===== src/rtl/playbus_copier_if.sv =====
// PlayBus shared-bus signals seen by one initiator.
// master: the initiator drives strobes/data; slave: the bus fabric side.
interface playbus_copier_if;
    logic [3:0] data_in;
    logic [3:0] data_out;
    logic       data_oe;
    logic [2:0] address;
    logic       ROMO;
    logic       RAMO;
    logic       RAMW;
    logic       LEDLTCH;

    modport master (
        input  data_in,
        output data_out,
        output data_oe,
        output address,
        output ROMO,
        output RAMO,
        output RAMW,
        output LEDLTCH
    );

    modport slave (
        output data_in,
        input  data_out,
        input  data_oe,
        input  address,
        input  ROMO,
        input  RAMO,
        input  RAMW,
        input  LEDLTCH
    );
endinterface


===== src/rtl/playbus_copier.sv =====
// PlayBus EPROM->RAM block copier with checksum written to the LED latch.
// Define PLAYBUS_VERIFY_EN to add a RAM read-back check after every write.
module playbus_copier (
    input  logic                clk,
    input  logic                reset,
    input  logic                start,
    input  logic [2:0]          src_base,
    input  logic [2:0]          dst_base,
    input  logic [3:0]          count,
    playbus_copier_if.master    bus,
    output logic                busy,
    output logic                done,
    output logic                error
);

    typedef enum logic [2:0] {
        S_IDLE,
        S_RD,
        S_WR,
        S_VF,
        S_DONE
    } state_t;

    state_t     state_q, state_d;
    logic [3:0] i_q, i_d;
    logic [2:0] src_q, src_d;
    logic [2:0] dst_q, dst_d;
    logic [3:0] cnt_q, cnt_d;
    logic [3:0] hold_q, hold_d;
    logic [3:0] sum_q, sum_d;

    logic [3:0] data_out_q, data_out_d;
    logic       data_oe_q, data_oe_d;
    logic [2:0] address_q, address_d;
    logic       romo_q, romo_d;
    logic       ramo_q, ramo_d;
    logic       ramw_q, ramw_d;
    logic       ledltch_q, ledltch_d;
    logic       busy_q, busy_d;
    logic       done_q, done_d;

`ifdef PLAYBUS_VERIFY_EN
    logic       err_q, err_d;
`endif

    // Next-state and operand/datapath updates.
    always_comb begin
        state_d = state_q;
        i_d     = i_q;
        src_d   = src_q;
        dst_d   = dst_q;
        cnt_d   = cnt_q;
        hold_d  = hold_q;
        sum_d   = sum_q;
`ifdef PLAYBUS_VERIFY_EN
        err_d   = err_q;
`endif
        case (state_q)
            S_IDLE: begin
                if (start) begin
                    src_d   = src_base;
                    dst_d   = dst_base;
                    cnt_d   = count;
                    sum_d   = 4'h0;
                    i_d     = 4'h0;
`ifdef PLAYBUS_VERIFY_EN
                    err_d   = 1'b0;
`endif
                    state_d = (count == 4'h0) ? S_DONE : S_RD;
                end
            end
            S_RD: begin
                hold_d  = bus.data_in;
                sum_d   = sum_q + bus.data_in;
                state_d = S_WR;
            end
            S_WR: begin
`ifdef PLAYBUS_VERIFY_EN
                state_d = S_VF;
`else
                i_d     = i_q + 4'd1;
                state_d = (i_q + 4'd1 == cnt_q) ? S_DONE : S_RD;
`endif
            end
`ifdef PLAYBUS_VERIFY_EN
            S_VF: begin
                if (bus.data_in != hold_q)
                    err_d = 1'b1;
                i_d     = i_q + 4'd1;
                state_d = (i_q + 4'd1 == cnt_q) ? S_DONE : S_RD;
            end
`endif
            S_DONE: begin
                state_d = S_IDLE;
            end
            default: begin
                state_d = S_IDLE;
            end
        endcase
    end

    // Outputs are decoded from the next state so they land in the flops
    // together with it and stay glitch-free on the shared bus.
    always_comb begin
        data_out_d = 4'h0;
        data_oe_d  = 1'b0;
        address_d  = 3'h0;
        romo_d     = 1'b0;
        ramo_d     = 1'b0;
        ramw_d     = 1'b0;
        ledltch_d  = 1'b0;
        busy_d     = 1'b0;
        done_d     = 1'b0;
        case (state_d)
            S_RD: begin
                address_d = src_d + i_d[2:0];
                romo_d    = 1'b1;
                busy_d    = 1'b1;
            end
            S_WR: begin
                address_d  = dst_d + i_d[2:0];
                data_out_d = hold_d;
                data_oe_d  = 1'b1;
                ramw_d     = 1'b1;
                busy_d     = 1'b1;
            end
`ifdef PLAYBUS_VERIFY_EN
            S_VF: begin
                address_d = dst_d + i_d[2:0];
                ramo_d    = 1'b1;
                busy_d    = 1'b1;
            end
`endif
            S_DONE: begin
                data_out_d = sum_d;
                data_oe_d  = 1'b1;
                ledltch_d  = 1'b1;
                busy_d     = 1'b1;
                done_d     = 1'b1;
            end
            default: begin
                busy_d = 1'b0;
            end
        endcase
    end

    always_ff @(posedge clk) begin
        if (reset) begin
            state_q    <= S_IDLE;
            i_q        <= 4'h0;
            src_q      <= 3'h0;
            dst_q      <= 3'h0;
            cnt_q      <= 4'h0;
            hold_q     <= 4'h0;
            sum_q      <= 4'h0;
            data_out_q <= 4'h0;
            data_oe_q  <= 1'b0;
            address_q  <= 3'h0;
            romo_q     <= 1'b0;
            ramo_q     <= 1'b0;
            ramw_q     <= 1'b0;
            ledltch_q  <= 1'b0;
            busy_q     <= 1'b0;
            done_q     <= 1'b0;
        end else begin
            state_q    <= state_d;
            i_q        <= i_d;
            src_q      <= src_d;
            dst_q      <= dst_d;
            cnt_q      <= cnt_d;
            hold_q     <= hold_d;
            sum_q      <= sum_d;
            data_out_q <= data_out_d;
            data_oe_q  <= data_oe_d;
            address_q  <= address_d;
            romo_q     <= romo_d;
            ramo_q     <= ramo_d;
            ramw_q     <= ramw_d;
            ledltch_q  <= ledltch_d;
            busy_q     <= busy_d;
            done_q     <= done_d;
        end
    end

`ifdef PLAYBUS_VERIFY_EN
    always_ff @(posedge clk) begin
        if (reset)
            err_q <= 1'b0;
        else
            err_q <= err_d;
    end
    assign error = err_q;
`else
    assign error = 1'b0;
`endif

    assign bus.data_out = data_out_q;
    assign bus.data_oe  = data_oe_q;
    assign bus.address  = address_q;
    assign bus.ROMO     = romo_q;
    assign bus.RAMO     = ramo_q;
    assign bus.RAMW     = ramw_q;
    assign bus.LEDLTCH  = ledltch_q;
    assign busy         = busy_q;
    assign done         = done_q;

endmodule


===== src/flat_wrapper.sv =====
// flat-port wrapper written by rule: the top's interface ports become plain ports
module playbus_copier_flat 
  (clk, reset, start, src_base, dst_base, count, busy, done, error, bus_data_in, bus_data_out, bus_data_oe, bus_address, bus_ROMO, bus_RAMO, bus_RAMW, bus_LEDLTCH);
  playbus_copier_if bus_i ();
  input  logic clk;
  input  logic reset;
  input  logic start;
  input  logic [2:0] src_base;
  input  logic [2:0] dst_base;
  input  logic [3:0] count;
  output logic busy;
  output logic done;
  output logic error;
  input wire logic [$bits(bus_i.data_in)-1:0] bus_data_in;
  output wire logic [$bits(bus_i.data_out)-1:0] bus_data_out;
  output wire logic [$bits(bus_i.data_oe)-1:0] bus_data_oe;
  output wire logic [$bits(bus_i.address)-1:0] bus_address;
  output wire logic [$bits(bus_i.ROMO)-1:0] bus_ROMO;
  output wire logic [$bits(bus_i.RAMO)-1:0] bus_RAMO;
  output wire logic [$bits(bus_i.RAMW)-1:0] bus_RAMW;
  output wire logic [$bits(bus_i.LEDLTCH)-1:0] bus_LEDLTCH;
  assign bus_i.data_in = bus_data_in;
  assign bus_data_out = bus_i.data_out;
  assign bus_data_oe = bus_i.data_oe;
  assign bus_address = bus_i.address;
  assign bus_ROMO = bus_i.ROMO;
  assign bus_RAMO = bus_i.RAMO;
  assign bus_RAMW = bus_i.RAMW;
  assign bus_LEDLTCH = bus_i.LEDLTCH;
  playbus_copier u_core (.clk(clk), .reset(reset), .start(start), .src_base(src_base), .dst_base(dst_base), .count(count), .bus(bus_i), .busy(busy), .done(done), .error(error));
endmodule

===== config.mk =====
export PLATFORM = sky130hd
export DESIGN_NAME = playbus_copier_flat
export DESIGN_NICKNAME = d
export VERILOG_FILES = /design/src/rtl/playbus_copier_if.sv /design/src/rtl/playbus_copier.sv /design/src/flat_wrapper.sv
export SDC_FILE = /design/constraint.sdc
export NUM_CORES = 1
export LEC_CHECK = 0
export ABC_CLOCK_PERIOD_IN_PS = 3600
export CORE_MARGIN = 5
export CORE_UTILIZATION = 45
export CTS_CLUSTER_SIZE = 12
export DETAILED_ROUTE_END_ITERATION = 8
export GPL_TIMING_DRIVEN = 0
export PLACE_DENSITY = 0.75
export SKIP_CTS_REPAIR_TIMING = 1
export SYNTH_ARGS = -nofsm -noshare
export SYNTH_HDL_FRONTEND = slang
export SYNTH_SLANG_ARGS = --single-unit

===== constraint.sdc =====
create_clock -name clk -period 3.6 [get_ports clk]
set_clock_uncertainty 0.15 [all_clocks]
set_input_delay 1.08 -clock clk [delete_from_list [all_inputs] [get_ports clk]]
set_output_delay 1.08 -clock clk [all_outputs]
set_load 0.005 [all_outputs]

==> flow_summary.yaml, run 1 <==
outcome:
  run_status: "complete, no violations"
sta:
  fin_crit_ns: 3.42
  worst_slack_ns: 0.181
  hold_slack_ns: 0.314
  timing.max_slew.rel_slack: 0.502
  tightest_slew_ns: 0.741
  rsz0062_at_grt: "false"
  layout_worst_path_cycle_share: 0.950
  timing_hold_violations_final: 0
  achievable-frequency_mhz: 293
  total_negative_setup_slacks_ns: 0
  finalMaxSlewViolations: 0
  finalSetupViolations: 0
detailed_routing:
  average_routed_wire_per_standard_cell_um: 13.5
  first_pass_iters: 4
  initialDrtViolationCount: 82
  count_of_antenna_violating_nets_left_after_detailed_routing: 0
  drcViolationCount: 0
  viasPerCell: 5.19
  wl_um: 3400
  total_via_count_after_detailed_routing: 1308
grt:
  antenna_found_initial: 0
  grt_pass1_vias: 1313
  grt.total_usage: 0.168
  first_pass_grt_wire_length_um: 5740
  grt_start_max_net_pins: 11
  globalRouteOverflowTotal: 0
cts:
  clk-insertion-delay-late_ns: 0.34
  cts_inserted_buffers: 5
  clock_tree.htree_level_count: 2
  clock_sink_count: 34
  clk_transition_reported_paths_ns: 0.09
  cell_chosen_for_the_clock_root: "sky130_fd_sc_hd__clkbuf_4"
  max-clock-path-buffers: 2
  cts_tree: "yes"
pwr:
  leakage_nw: 0.768
  ir_worst_vdd_v: 0.000188
  powerDensity_nw_per_um2: 376
  post-layout-total-power_w: 0.000733
cells_and_area:
  layout.cells.most_common: "sky130_fd_sc_hd__dfxtp_1"
  synthToLayoutAreaGrowth_pct: 27.1
  drive_gt1_frac: 0.0728
  num-nets-final: 230
  num_antenna_cells: 0
  final_cell_mix: "sky130_fd_sc_hd__dfxtp_1, sky130_fd_sc_hd__clkdlybuf4s50_1, sky130_fd_sc_hd__nand2_1"
  final_instance_count_excl_fillers: 252
  n_fill_cell: 310
logic_synthesis:
  synth_xor_area_frac: 0.0547
  ys.warnings.count: 0
  synth.avg_cell_area_um2: 9.18
  yosys.area_share.simple: 0.194
  yosysSeqAreaShare: 0.444
  area_fraction_in_compound_gates_after_synthesis: 0.167
  ys_seq_elements: 34
  synth_enable_flop_cells: 0
  synth.area.mux_share: 0.0196
  synthCells: 167
  synth_top_family_by_area: "simple AND/OR/NAND/NOR gates"
  post_syn_area_um2: 1530
  ys_types: 39
  synth-adder-area-share: 0.0669
  async_reset_ff_frac: 0
  synth_ff_type: "sky130_fd_sc_hd__dfxtp_1"
die:
  initial_core_util: 0.463
  fp-row-count: 21
  core_um2: 3310
  floorplan.die.width_um: 68.4
  die-area_um2: 4670
  die_height_um: 68.4
  floorplan.io_pins: 32
placed_design:
  placement.io_buffers: 29
  hpwlAfterDp_um: 2580
  preCtsSetupSlack_ns: -0.654
  dpl.cell_count: 243
  gp_routability_congestion: 0.849
worst_setup_path:
  crit_required_ns: 3.71
  data_arrival_at_the_endpoint_of_the_critical_path_ns: 3.53
  startpoint_type: "input port"
  worstPathMaxFanout: 16
  slowest_stage: "sky130_fd_sc_hd__clkdlybuf4s50_1"
  critical_path.cell_chain: "clkdlybuf4s50_1 > nor4b_4 > buf_4 > o21ai_0 > ha_1 > fa_1 > o21a_1 > or3_1 > a21boi_1"
  critical_path.max_stage_delay_ns: 0.56
  worstSetupPathType: "in2reg"
  cp_capture_type: "flop"
run:
  max_cap_violations: 0
min_path:
  hold_path_class: "reg2reg"
## kinds of logic after synthesis
family | after synthesis
buffers and inverters | 15
muxes | 3
AOI/OAI and AO/OA | 40
and+or+nand+nor | 59
DFF | 34
xor gates and xnor gates | 8
other | 1
adders and majority gates | 7
## routing by layer
metal  global-route usage  routed length [um]  part of all wire
met1                0.194                1400              0.41
met2                0.280                1730              0.51
met3               0.0493                 179             0.053
met4               0.0893                  87             0.026
met5                    0                   0                 0
## area by class of cell
| type | count | area [um^2] | area share |
|---|---|---|---|
| plain buffers | 10 | 60.1 | 0.0308 |
| clock buffers | 7 | 45.0 | 0.0231 |
| inverters | 4 | 15.0 | 0.00771 |
| multi-input cells | 119 | 777 | 0.399 |
| flip-flops and latches | 34 | 681 | 0.349 |
| well taps | 46 | 57.6 | 0.0295 |
| repair buffers | 32 | 313 | 0.161 |
## report_power, final
group	internal, W	switching [W]
registers	0.000396	0.00000998
clock network	0.0000735	0.000115
logic	0.0000708	0.0000674
total	0.000541	0.000192
## stage by stage
| stage | cell area, um^2 | utilization |
|---|---|---|
| after global routing | 1950 | 0.588 |
| after floorplan | 1540 | - |
| after detailed placement | 1880 | 0.569 |
| after global placement | 1880 | 0.569 |
| final | 1950 | 0.588 |
| after CTS | 1930 | 0.583 |
## final timing paths
check	start	endpoint	slack (ns)	cells past startpoint
setup / recovery	start	u_core.bus.address[2]	0.18	9
hold / removal	u_core.src_q[0]	u_core.src_q[0]	0.31	2
setup reg to reg	u_core.state_q[1]	u_core.bus.address[2]	0.68	10
hold reg to reg	u_core.src_q[0]	u_core.src_q[0]	0.31	2
## state kept, by name (all words and copies together), names as in the netlist
register / count
u_core.hold_q: 1
u_core.bus.ROMO: 1
u_core.state_q: 3
u_core.bus.LEDLTCH: 1
u_core.bus.address: 3
u_core.src_q: 3
u_core.bus.data_out: 4
u_core.i_q: 4
u_core.busy: 1
u_core.bus.data_oe: 1
u_core.sum_q: 4
u_core.dst_q: 3
u_core.cnt_q: 4
u_core.bus.RAMW: 1
## worst max-delay path, delay by kind of cell
family | cells | cell delay (ns)
buffers and inverters | 2 | 0.82
adders and majority gates | 2 | 0.61
AOI/OAI and AO/OA | 3 | 0.40
and+or+nand+nor | 2 | 0.61
## synthesized netlist by cell type, types with 3 or more instances
| master | n | share of area |
|---|---|---|
| sky130_fd_sc_hd__dfxtp_1 | 34 | 0.44 |
| sky130_fd_sc_hd__nand2_1 | 26 | 0.064 |
| sky130_fd_sc_hd__a21oi_1 | 18 | 0.059 |
| sky130_fd_sc_hd__nor2_1 | 11 | 0.027 |
| sky130_fd_sc_hd__ha_1 | 5 | 0.041 |
| sky130_fd_sc_hd__nor3_1 | 5 | 0.016 |
| sky130_fd_sc_hd__o21ai_0 | 5 | 0.016 |
| sky130_fd_sc_hd__buf_4 | 4 | 0.020 |
| sky130_fd_sc_hd__clkbuf_1 | 4 | 0.0098 |
| sky130_fd_sc_hd__inv_1 | 4 | 0.0098 |
| sky130_fd_sc_hd__xor2_1 | 4 | 0.023 |
| sky130_fd_sc_hd__a22o_1 | 3 | 0.017 |
| sky130_fd_sc_hd__and2_1 | 3 | 0.012 |
| sky130_fd_sc_hd__mux2i_1 | 3 | 0.020 |
| sky130_fd_sc_hd__nand3_1 | 3 | 0.0098 |
| sky130_fd_sc_hd__or3_1 | 3 | 0.012 |
| sky130_fd_sc_hd__xnor2_1 | 3 | 0.017 |
(Power assumes the default switching activity.)
==> inputs of run 2 (changes only) <==
--- a/config.mk
+++ b/config.mk
@@ -5,7 +5,7 @@
 export SDC_FILE = /design/constraint.sdc
 export NUM_CORES = 1
 export LEC_CHECK = 0
-export ABC_CLOCK_PERIOD_IN_PS = 3600
+export ABC_CLOCK_PERIOD_IN_PS = 4400
 export CORE_MARGIN = 5
 export CORE_UTILIZATION = 45
 export CTS_CLUSTER_SIZE = 12
==> constraint.sdc (replaced) <==
create_clock -name clk -period 4.4 [get_ports clk]
set_clock_uncertainty 0.15 [all_clocks]
set_input_delay 1.32 -clock clk [delete_from_list [all_inputs] [get_ports clk]]
set_output_delay 1.32 -clock clk [all_outputs]
set_load 0.005 [all_outputs]
==> flow_summary.yaml, run 2 (synthesized netlist as in run 1, its figures left out) <==
worst_setup_path:
  worst_r2r_path_depth: 9
  worstSetupPathType: "in2reg"
  cp_capture_type: "flop"
  worstPathMaxFanout: 10
  data_arrival_at_the_endpoint_of_the_critical_path_ns: 4.29
  reg2reg_to: "u_core.bus.address[2]"
  crit-reg2reg-launch: "u_core.state_q[0]"
  crit_required_ns: 4.51
  startpoint_type: "input port"
  rrSetupSlack_ns: 1.26
die:
  die-area_um2: 4670
  initial_core_util: 0.463
  core_um2: 3310
  fp-row-count: 21
  floorplan.die.width_um: 68.4
  floorplan.io_pins: 32
  die_height_um: 68.4
min_path:
  hold_path_class: "reg2reg"
  hold_start: "u_core.src_q[0]"
  min_delay_path_depth: 2
  holdPathEnd: "u_core.src_q[0]"
cts:
  clock_tree.htree_level_count: 2
  clk_transition_reported_paths_ns: 0.09
  cell_chosen_for_the_clock_root: "sky130_fd_sc_hd__clkbuf_4"
  cts_inserted_buffers: 5
  clk-insertion-delay-late_ns: 0.33
  max-clock-path-buffers: 2
  clock_sink_count: 34
  cts_tree: "yes"
sta:
  layout_worst_path_cycle_share: 0.951
  timing.max_slew.rel_slack: 0.524
  finalSetupViolations: 0
  rsz0062_at_grt: "false"
  tightest_slew_ns: 0.709
  finalMaxSlewViolations: 0
  fin_crit_ns: 4.18
  timing_hold_violations_final: 0
  hold_slack_ns: 0.316
  achievable-frequency_mhz: 239
cells_and_area:
  n_fill_cell: 312
  num_antenna_cells: 0
  postLayoutCellArea_um2: 1930
  drive_gt1_frac: 0.0588
  num-nets-final: 228
  final_cell_mix: "sky130_fd_sc_hd__dfxtp_1, sky130_fd_sc_hd__clkdlybuf4s50_1, sky130_fd_sc_hd__nand2_1"
  synthToLayoutAreaGrowth_pct: 25.9
  layout.cells.most_common: "sky130_fd_sc_hd__dfxtp_1"
placed_design:
  gp_routability_congestion: 0.849
  placement.io_buffers: 29
  instance_area_after_placement_um2: 1880
  hpwlAfterDp_um: 2580
pwr:
  post-layout-total-power_w: 0.000596
  powerDensity_nw_per_um2: 309
  leakage_nw: 0.755
  ir_worst_vdd_v: 0.000164
grt:
  globalRouteOverflowTotal: 0
  grt_start_max_net_pins: 11
  first_pass_grt_wire_length_um: 5740
  antenna_found_initial: 0
  grt.total_usage: 0.168
  grt_pass1_vias: 1313
run:
  max_cap_violations: 0
detailed_routing:
  average_routed_wire_per_standard_cell_um: 13.5
  first_pass_iters: 4
  total_via_count_after_detailed_routing: 1307
  viasPerCell: 5.23
  count_of_antenna_violating_nets_left_after_detailed_routing: 0
  drcViolationCount: 0
  wl_um: 3380
  initialDrtViolationCount: 72
outcome:
  run_status: "complete, no violations"
## run 2: where the power goes
part / total (W) / internal (W) / switching (W)
clock network: 0.000154 / 0.0000602 / 0.0000936
registers: 0.000333 / 0.000324 / 0.00000814
logic: 0.000110 / 0.0000550 / 0.0000548
total: 0.000596 / 0.000440 / 0.000156
## run 2: critical path: stages
cell and delay [ns]:
sky130_fd_sc_hd__clkdlybuf4s50_1 0.56, sky130_fd_sc_hd__nor4b_4 0.57, sky130_fd_sc_hd__clkbuf_1 0.41, sky130_fd_sc_hd__o21ai_0 0.18, sky130_fd_sc_hd__ha_1 0.23, sky130_fd_sc_hd__fa_1 0.39, sky130_fd_sc_hd__o21a_1 0.13, sky130_fd_sc_hd__or3_1 0.35
sky130_fd_sc_hd__a21boi_1 0.14
## run 2: through the flow
step	utilization	worst slack, ns	setup TNS (ns)	cells
2_1_floorplan	-	0.898	0	168
3_3_place_gp	0.569	-0.0761	-0.0761	243
3_5_place_dp	0.569	-0.0944	-0.0944	243
4_1_cts	0.583	0.241	0	250
5_1_grt	0.583	0.0488	0	250
6_report	0.583	0.217	0	250
## run 2: cell type report
class / count / area [um^2] / share of cell area
well taps: 46 / 57.6 / 0.0298
plain buffers: 11 / 63.8 / 0.0331
repair buffers: 29 / 290 / 0.150
inverters: 4 / 15.0 / 0.00778
multi-input cells: 119 / 777 / 0.403
flip-flops and latches: 34 / 681 / 0.353
clock buffers: 7 / 45.0 / 0.0233
## run 2: worst max path at each step
stage	start	endpoint	slack, ns	cells after the start
after floorplan	start	u_core.bus.address[2]	0.90	8
after global placement	start	u_core.bus.address[2]	-0.08	9
after detailed placement	start	u_core.bus.address[2]	-0.09	9
after CTS	start	u_core.bus.address[2]	0.24	9
after global routing	start	u_core.bus.address[2]	0.05	9
final	start	u_core.bus.address[2]	0.22	9
## run 2: routing by layer
metal | track usage | part of all wire
met4 | 0.0893 | 0.027
met1 | 0.194 | 0.42
met5 | 0 | 0
met2 | 0.280 | 0.51
met3 | 0.0493 | 0.049
